<file path="src/rtl/seg_pkg.sv">
// Shared constants for the seven-segment snooper and the display driver.
package seg_pkg;

    localparam int unsigned NUM_DIGITS = 6;
    localparam int unsigned NIBBLE_W   = 4;
    localparam int unsigned SEG_W      = 7;
    localparam int unsigned DATA_W     = NUM_DIGITS * NIBBLE_W;

    // Active-high segment patterns, bit order g..a
    localparam logic [SEG_W-1:0] SEG_0 = 7'h3F;
    localparam logic [SEG_W-1:0] SEG_1 = 7'h06;
    localparam logic [SEG_W-1:0] SEG_2 = 7'h5B;
    localparam logic [SEG_W-1:0] SEG_3 = 7'h4F;
    localparam logic [SEG_W-1:0] SEG_4 = 7'h66;
    localparam logic [SEG_W-1:0] SEG_5 = 7'h6D;
    localparam logic [SEG_W-1:0] SEG_6 = 7'h7D;
    localparam logic [SEG_W-1:0] SEG_7 = 7'h07;
    localparam logic [SEG_W-1:0] SEG_8 = 7'h7F;
    localparam logic [SEG_W-1:0] SEG_9 = 7'h6F;
    localparam logic [SEG_W-1:0] SEG_A = 7'h77;
    localparam logic [SEG_W-1:0] SEG_B = 7'h7C;
    localparam logic [SEG_W-1:0] SEG_C = 7'h39;
    localparam logic [SEG_W-1:0] SEG_D = 7'h5E;
    localparam logic [SEG_W-1:0] SEG_E = 7'h79;
    localparam logic [SEG_W-1:0] SEG_F = 7'h71;

    typedef enum logic [1:0] {
        ST_IDLE   = 2'd0,
        ST_SETTLE = 2'd1,
        ST_HOLD   = 2'd2
    } seg_state_e;

    // True when exactly one digit select is lit
    function automatic logic is_one_hot(input logic [NUM_DIGITS-1:0] v);
        return (v != '0) && ((v & (v - NUM_DIGITS'(1))) == '0);
    endfunction

    // Position of the lit select bit (meaningful only for one-hot input)
    function automatic logic [2:0] one_hot_idx(input logic [NUM_DIGITS-1:0] v);
        logic [2:0] idx;
        idx = '0;
        for (int i = 0; i < NUM_DIGITS; i++) begin
            if (v[i]) idx = 3'(i);
        end
        return idx;
    endfunction

endpackage

</file>
<file path="src/rtl/seg_pattern_decode.sv">
// Seven-segment pattern to hex nibble lookup; unknown patterns flag invalid.
module seg_pattern_decode
    import seg_pkg::*;
(
    input  logic [SEG_W-1:0]    pattern,
    output logic [NIBBLE_W-1:0] nibble_c,
    output logic                invalid_c
);

    // Table lookup; anything off-table decodes to zero with the flag raised
    always_comb begin
        nibble_c  = '0;
        invalid_c = 1'b0;
        case (pattern)
            SEG_0:   nibble_c = 4'h0;
            SEG_1:   nibble_c = 4'h1;
            SEG_2:   nibble_c = 4'h2;
            SEG_3:   nibble_c = 4'h3;
            SEG_4:   nibble_c = 4'h4;
            SEG_5:   nibble_c = 4'h5;
            SEG_6:   nibble_c = 4'h6;
            SEG_7:   nibble_c = 4'h7;
            SEG_8:   nibble_c = 4'h8;
            SEG_9:   nibble_c = 4'h9;
            SEG_A:   nibble_c = 4'hA;
            SEG_B:   nibble_c = 4'hB;
            SEG_C:   nibble_c = 4'hC;
            SEG_D:   nibble_c = 4'hD;
            SEG_E:   nibble_c = 4'hE;
            SEG_F:   nibble_c = 4'hF;
            default: invalid_c = 1'b1;
        endcase
    end

endmodule

</file>
<file path="src/rtl/seg_decode.sv">
// Snoops a multiplexed six-digit seven-segment display and rebuilds the shown value.
module seg_decode
    import seg_pkg::*;
#(
    parameter int unsigned STABLE_CYC  = 16,
    parameter int unsigned TIMEOUT_CYC = 1_000_000
) (
    input  logic                  clk,
    input  logic                  rst_n,
    input  logic [NUM_DIGITS-1:0] seg_sel,
    input  logic [7:0]            seg_led,
    output logic [DATA_W-1:0]     data,
    output logic                  data_valid,
    output logic [NUM_DIGITS-1:0] digit_err,
    output logic                  active
);

    localparam int unsigned CNT_W = $clog2(STABLE_CYC + 1);
    localparam int unsigned TO_W  = $clog2(TIMEOUT_CYC + 1);

    logic [NUM_DIGITS-1:0] sel_s1, sel_s2, sel_p;
    logic [7:0]            led_s1, led_s2, led_p;

    seg_state_e            state_q, state_d;
    logic [CNT_W-1:0]      cnt_q;
    logic [NUM_DIGITS-1:0] cap_sel_q;
    logic [TO_W-1:0]       to_cnt_q;

    logic [NUM_DIGITS-1:0]               mask_q, mask_d;
    logic [NUM_DIGITS-1:0]               err_q, err_d;
    logic [NUM_DIGITS-1:0][NIBBLE_W-1:0] shd_q, shd_d;

    logic                  same_c, one_hot_c;
    logic                  capture_c, cnt_load_c, cnt_inc_c;
    logic                  frame_done_c, to_sat_c;
    logic [2:0]            cap_idx_c;
    logic [NIBBLE_W-1:0]   nibble_c;
    logic                  invalid_c;

    seg_pattern_decode u_pat (
        .pattern   (led_s2[SEG_W-1:0]),
        .nibble_c  (nibble_c),
        .invalid_c (invalid_c)
    );

    assign same_c       = ({sel_s2, led_s2} == {sel_p, led_p});
    assign one_hot_c    = is_one_hot(sel_s2);
    assign cap_idx_c    = one_hot_idx(sel_s2);
    assign frame_done_c = (mask_q == {NUM_DIGITS{1'b1}});
    assign to_sat_c     = (to_cnt_q == TO_W'(TIMEOUT_CYC));

    // Two-flop synchronizer plus a one-cycle history for the stability compare
    always_ff @(posedge clk) begin
        if (!rst_n) begin
            sel_s1 <= '0;
            sel_s2 <= '0;
            sel_p  <= '0;
            led_s1 <= '0;
            led_s2 <= '0;
            led_p  <= '0;
        end else begin
            sel_s1 <= seg_sel;
            sel_s2 <= sel_s1;
            sel_p  <= sel_s2;
            led_s1 <= seg_led;
            led_s2 <= led_s1;
            led_p  <= led_s2;
        end
    end

    // FSM state register
    always_ff @(posedge clk) begin
        if (!rst_n) state_q <= ST_IDLE;
        else        state_q <= state_d;
    end

    // FSM next-state logic
    always_comb begin
        state_d = state_q;
        case (state_q)
            ST_IDLE: begin
                if (one_hot_c) state_d = ST_SETTLE;
            end
            ST_SETTLE: begin
                if (same_c) begin
                    if (cnt_q == CNT_W'(STABLE_CYC - 1)) state_d = ST_HOLD;
                end else if (!one_hot_c) begin
                    state_d = ST_IDLE;
                end
            end
            ST_HOLD: begin
                if (sel_s2 != cap_sel_q) state_d = ST_IDLE;
            end
            default: state_d = ST_IDLE;
        endcase
    end

    // FSM control outputs: counter load/increment and digit capture strobe
    always_comb begin
        cnt_load_c = 1'b0;
        cnt_inc_c  = 1'b0;
        capture_c  = 1'b0;
        case (state_q)
            ST_IDLE: begin
                cnt_load_c = one_hot_c;
            end
            ST_SETTLE: begin
                if (same_c) begin
                    if (cnt_q == CNT_W'(STABLE_CYC - 1)) capture_c = 1'b1;
                    else                                 cnt_inc_c = 1'b1;
                end else if (one_hot_c) begin
                    cnt_load_c = 1'b1;
                end
            end
            default: ;
        endcase
    end

    // Stability counter and the select value that was captured
    always_ff @(posedge clk) begin
        if (!rst_n) begin
            cnt_q     <= '0;
            cap_sel_q <= '0;
        end else begin
            if (cnt_load_c)     cnt_q <= CNT_W'(1);
            else if (cnt_inc_c) cnt_q <= cnt_q + CNT_W'(1);
            if (capture_c)      cap_sel_q <= sel_s2;
        end
    end

    // Shadow frame update: clear on completion or timeout, then apply any new capture
    always_comb begin
        mask_d = mask_q;
        err_d  = err_q;
        shd_d  = shd_q;
        if (frame_done_c) begin
            mask_d = '0;
            err_d  = '0;
            shd_d  = '0;
        end else if (to_sat_c) begin
            mask_d = '0;
            err_d  = '0;
        end
        if (capture_c) begin
            mask_d[cap_idx_c] = 1'b1;
            err_d[cap_idx_c]  = invalid_c;
            shd_d[cap_idx_c]  = nibble_c;
        end
    end

    // Shadow registers, link timeout and registered outputs
    always_ff @(posedge clk) begin
        if (!rst_n) begin
            mask_q     <= '0;
            err_q      <= '0;
            shd_q      <= '0;
            to_cnt_q   <= '0;
            data       <= '0;
            data_valid <= 1'b0;
            digit_err  <= '0;
            active     <= 1'b0;
        end else begin
            mask_q     <= mask_d;
            err_q      <= err_d;
            shd_q      <= shd_d;
            data_valid <= frame_done_c;
            if (capture_c)      to_cnt_q <= '0;
            else if (!to_sat_c) to_cnt_q <= to_cnt_q + TO_W'(1);
            if (frame_done_c) begin
                data      <= shd_q;
                digit_err <= err_q;
                active    <= 1'b1;
            end else if (to_sat_c) begin
                active <= 1'b0;
            end
        end
    end

endmodule

</file>
<file path="config.mk">
export PLATFORM = sky130hd
export DESIGN_NAME = seg_decode
export DESIGN_NICKNAME = d
export VERILOG_FILES = /design/src/rtl/seg_pkg.sv /design/src/rtl/seg_pattern_decode.sv /design/src/rtl/seg_decode.sv
export SDC_FILE = /design/constraint.sdc
export NUM_CORES = 1
export LEC_CHECK = 0
export ABC_AREA = 1
export BUFFER_PORTS_ARGS = -buffer_cell sky130_fd_sc_hd__buf_2
export CAP_MARGIN = 15
export CORE_MARGIN = 4
export CORE_UTILIZATION = 48
export DETAILED_ROUTE_END_ITERATION = 16
export PLACE_DENSITY = 0.74
export SLEW_MARGIN = 15
export SYNTH_ARGS = -nofsm -noshare
export SYNTH_HDL_FRONTEND = slang
export SYNTH_SLANG_ARGS = --single-unit
</file>
<file path="constraint.sdc">
create_clock -name clk -period 2.6 [get_ports clk]
set_input_delay 0.26 -clock clk [delete_from_list [all_inputs] [get_ports clk]]
set_output_delay 0.26 -clock clk [all_outputs]
set_load 0.02 [all_outputs]
</file>
==> qor.txt <==
status -> finished clean
Sw Pwr -> 1.10 mW
WHS Endpoint -> sel_s1[1]$_SDFF_PN0_
clock power share -> 48.8%
Worst Hold Depth -> 3
final non-filler cell area -> 7550 µm²
Die Span X -> 125 µm
grt ovf -> 0
worst hold margin -> 15.1 ps
leakage power -> 3.63 nW
internal power -> 3.79 mW
Reg power frac -> 46.1%
RR Startpoint -> mask_q[4]$_SDFF_PN0_
setup bufs post-CTS -> 0
Tightest Pin Transition -> 593 ps
Total GRT Usage -> 18.1%
clk_lat worst skew -> 430 ps
fmax -> 0.492 GHz
root buffer cell -> clkbuf_16
DR WL/cell -> 11.1 µm
DR vias -> 5870
final WL -> 13600 µm
pin count of the biggest net entering global routing -> 69
most common cell in the netlist -> nand2_1
hold crit path type -> in2reg
die footprint -> 15600 µm²
Final Hold Viols -> 0
r2r setup slk -> 570 ps
Ant. Diodes -> 0
I/O pins -> 48
CTS tree -> yes
sequential element share of the synthesized area -> 43.5%
worst-path maximum fanout -> 37
register bit total from synthesis -> 143
RSZ-0062 raised after global routing -> false
Filler cells -> 1296
Detailed Route Iter0 Violations -> 433
CTS Sinks -> 143
Final #Nets -> 1062
Comb pwr share -> 5.0%
Final min period -> 2030 ps
Core Box Area -> 13300 µm²
initial antenna violation count -> 0
Synth top area share -> 43.5%
Pwr per Cell Area -> 647 nW/µm²
Critical Path RT -> 2950 ps
Post-synth ARST share -> 0%
area delta synth->final -> 14.8%
post_cts resized -> 0
first drt pass iteration count -> 5
drt drc -> 0
post-synthesis cell count -> 998
max_slew headroom -> 60.4%
Synth area leaders -> dfxtp_1 44%, nand2_1 19%, inv_1 8.1%
clock skew -> 8.76 ps
Sw Ratio -> 22.5%
htree depth -> 4
clock transition at the registers of the reported paths -> 60 ps
worst vdd ir -> 0.566 mV
Tcrit/Tclk final -> 78.2%
DP Area -> 6950 µm²
Ys Warns -> 0
crit end category -> register
syn_nets -> 1018
CTS buffer count -> 17
commonest cells in the synthesized netlist -> 329 x nand2_1, 143 x dfxtp_1, 142 x inv_1, 110 x nor2_1, 75 x a21oi_1
max-cap viol count -> 0
CP Class -> reg2reg
IO buf count -> 47
syn avg cell area -> 6.59 µm²
die span in y -> 125 µm
initial core utilization -> 49.3%
crit path DAT -> 2380 ps
num rows -> 42
global-route wire length before repair -> 23900 µm
Post-DRT Antenna Nets -> 0
number of synthesized flops with an enable pin -> 0
Power, Total -> 4.89 mW
Worst setup SP type -> register
hold path start -> seg_sel[1]
vias in the first global route -> 5364
Post-DP HPWL -> 9430 µm
Critical R2R Capture -> data[11]$_SDFFE_PN0P_
Pins Over Slew Limit -> 0
Worst Reg-to-Reg Cells -> 7
primary flip-flop cell chosen by synthesis mapping -> dfxtp_1
distinct cell type count after synthesis -> 31
via/cell ratio -> 4.77
area leader, netlist -> dfxtp_1
Setup-failing EPs final -> 0
gp weighted congestion -> 0.880
hold_buf cts -> 2
Fin Setup TNS -> 0 ps
clock buffer depth -> 2
share of cells above drive strength 1 -> 10.7%
synthesized area -> 6580 µm²
==> placed cells by master (no fill, tap or decap), drive strengths merged, types with 2 or more instances in the layout <==
cell and instances:
or2 2, nor2 113, ha 4, bufinv 2, o21ai 53, nor3 15, clkbuf 22, xor2 9
nand4 30, dlygate4sd3 2, buf 59, dfxtp 143, clkinv 6, nand3 22, nand2 330, inv 155
a21oi 80, xnor2 2
==> per-layer routing <==
layer,up-vias,wire [µm],share of wire [%],global-route usage [%]
met5,-,0,0,0
met2,100,6380,47,29.4
met1,2584,6450,47,23.3
li1,3167,-,-,-
met3,19,588,4.3,4.39
met4,0,221,1.6,6.95
==> how the worst max path moves through the flow <==
stage                           from                     to  cells after the start
2_1_floorplan  cnt_q[0]$_SDFFE_PN0P_   shd_q[14]$_SDFF_PN0_                      9
3_3_place_gp    mask_q[2]$_SDFF_PN0_   data[0]$_SDFFE_PN0P_                      7
3_5_place_dp    mask_q[4]$_SDFF_PN0_  data[11]$_SDFFE_PN0P_                      7
4_1_cts         mask_q[4]$_SDFF_PN0_  data[11]$_SDFFE_PN0P_                      7
5_1_grt         mask_q[5]$_SDFF_PN0_  data[15]$_SDFFE_PN0P_                      7
6_report        mask_q[4]$_SDFF_PN0_  data[11]$_SDFFE_PN0P_                      7
==> per-stage QoR <==
step	setup WS, ps	util (%)	std cells
final	566	56.6	1231
after global routing	285	56.6	1231
after CTS	539	56.6	1231
after detailed placement	550	52.0	1197
after global placement	610	52.0	1197
after floorplan	960	-	998
==> logic make-up after synthesis <==
kind of cell / share of synthesized area [%]
xor+xnor: 1.46
flops: 43.5
compound gates: 10.4
buf+inv: 11.5
simple gates: 32.4
fa+ha+maj: 0.761
==> state kept, by name, indices dropped and copies added (netlist names), 2 cells and up <==
name,flops
data,24
shd_q,24
to_cnt_q,20
led_p,8
led_s1,8
led_s2,8
cap_sel_q,6
digit_err,6
err_q,6
mask_q,6
sel_p,6
sel_s1,6
sel_s2,6
cnt_q,5
state_q,2
==> power groups by stage <==
stage	clock, mW	sequential, mW	combinational, mW
after global placement	0	2.30	0.242
after floorplan	0	2.29	0.192
after global routing	2.52	2.26	0.285
after detailed placement	0	2.30	0.244
final	2.39	2.25	0.246
after CTS	2.43	2.25	0.247
==> final cells by class <==
| cell class | instances | area (µm²) | area share (%) |
|---|---|---|---|
| flip-flops and latches | 143 | 2860 | 37.9 |
| repair buffers | 61 | 345 | 4.57 |
| inverters | 154 | 578 | 7.66 |
| clock inverters | 10 | 110 | 1.46 |
| clock buffers | 22 | 474 | 6.28 |
| well taps | 176 | 220 | 2.92 |
| multi-input cells | 665 | 2960 | 39.2 |
==> critical path, stage by stage (launching register included) <==
cell and delay, ps:
dfxtp_1 340, nand2_1 60, nor3_1 120, nand3_1 290
inv_2 560, buf_4 320, o21ai_0 100, a21oi_1 160
Note: power is estimated with default switching activity, not from simulation.
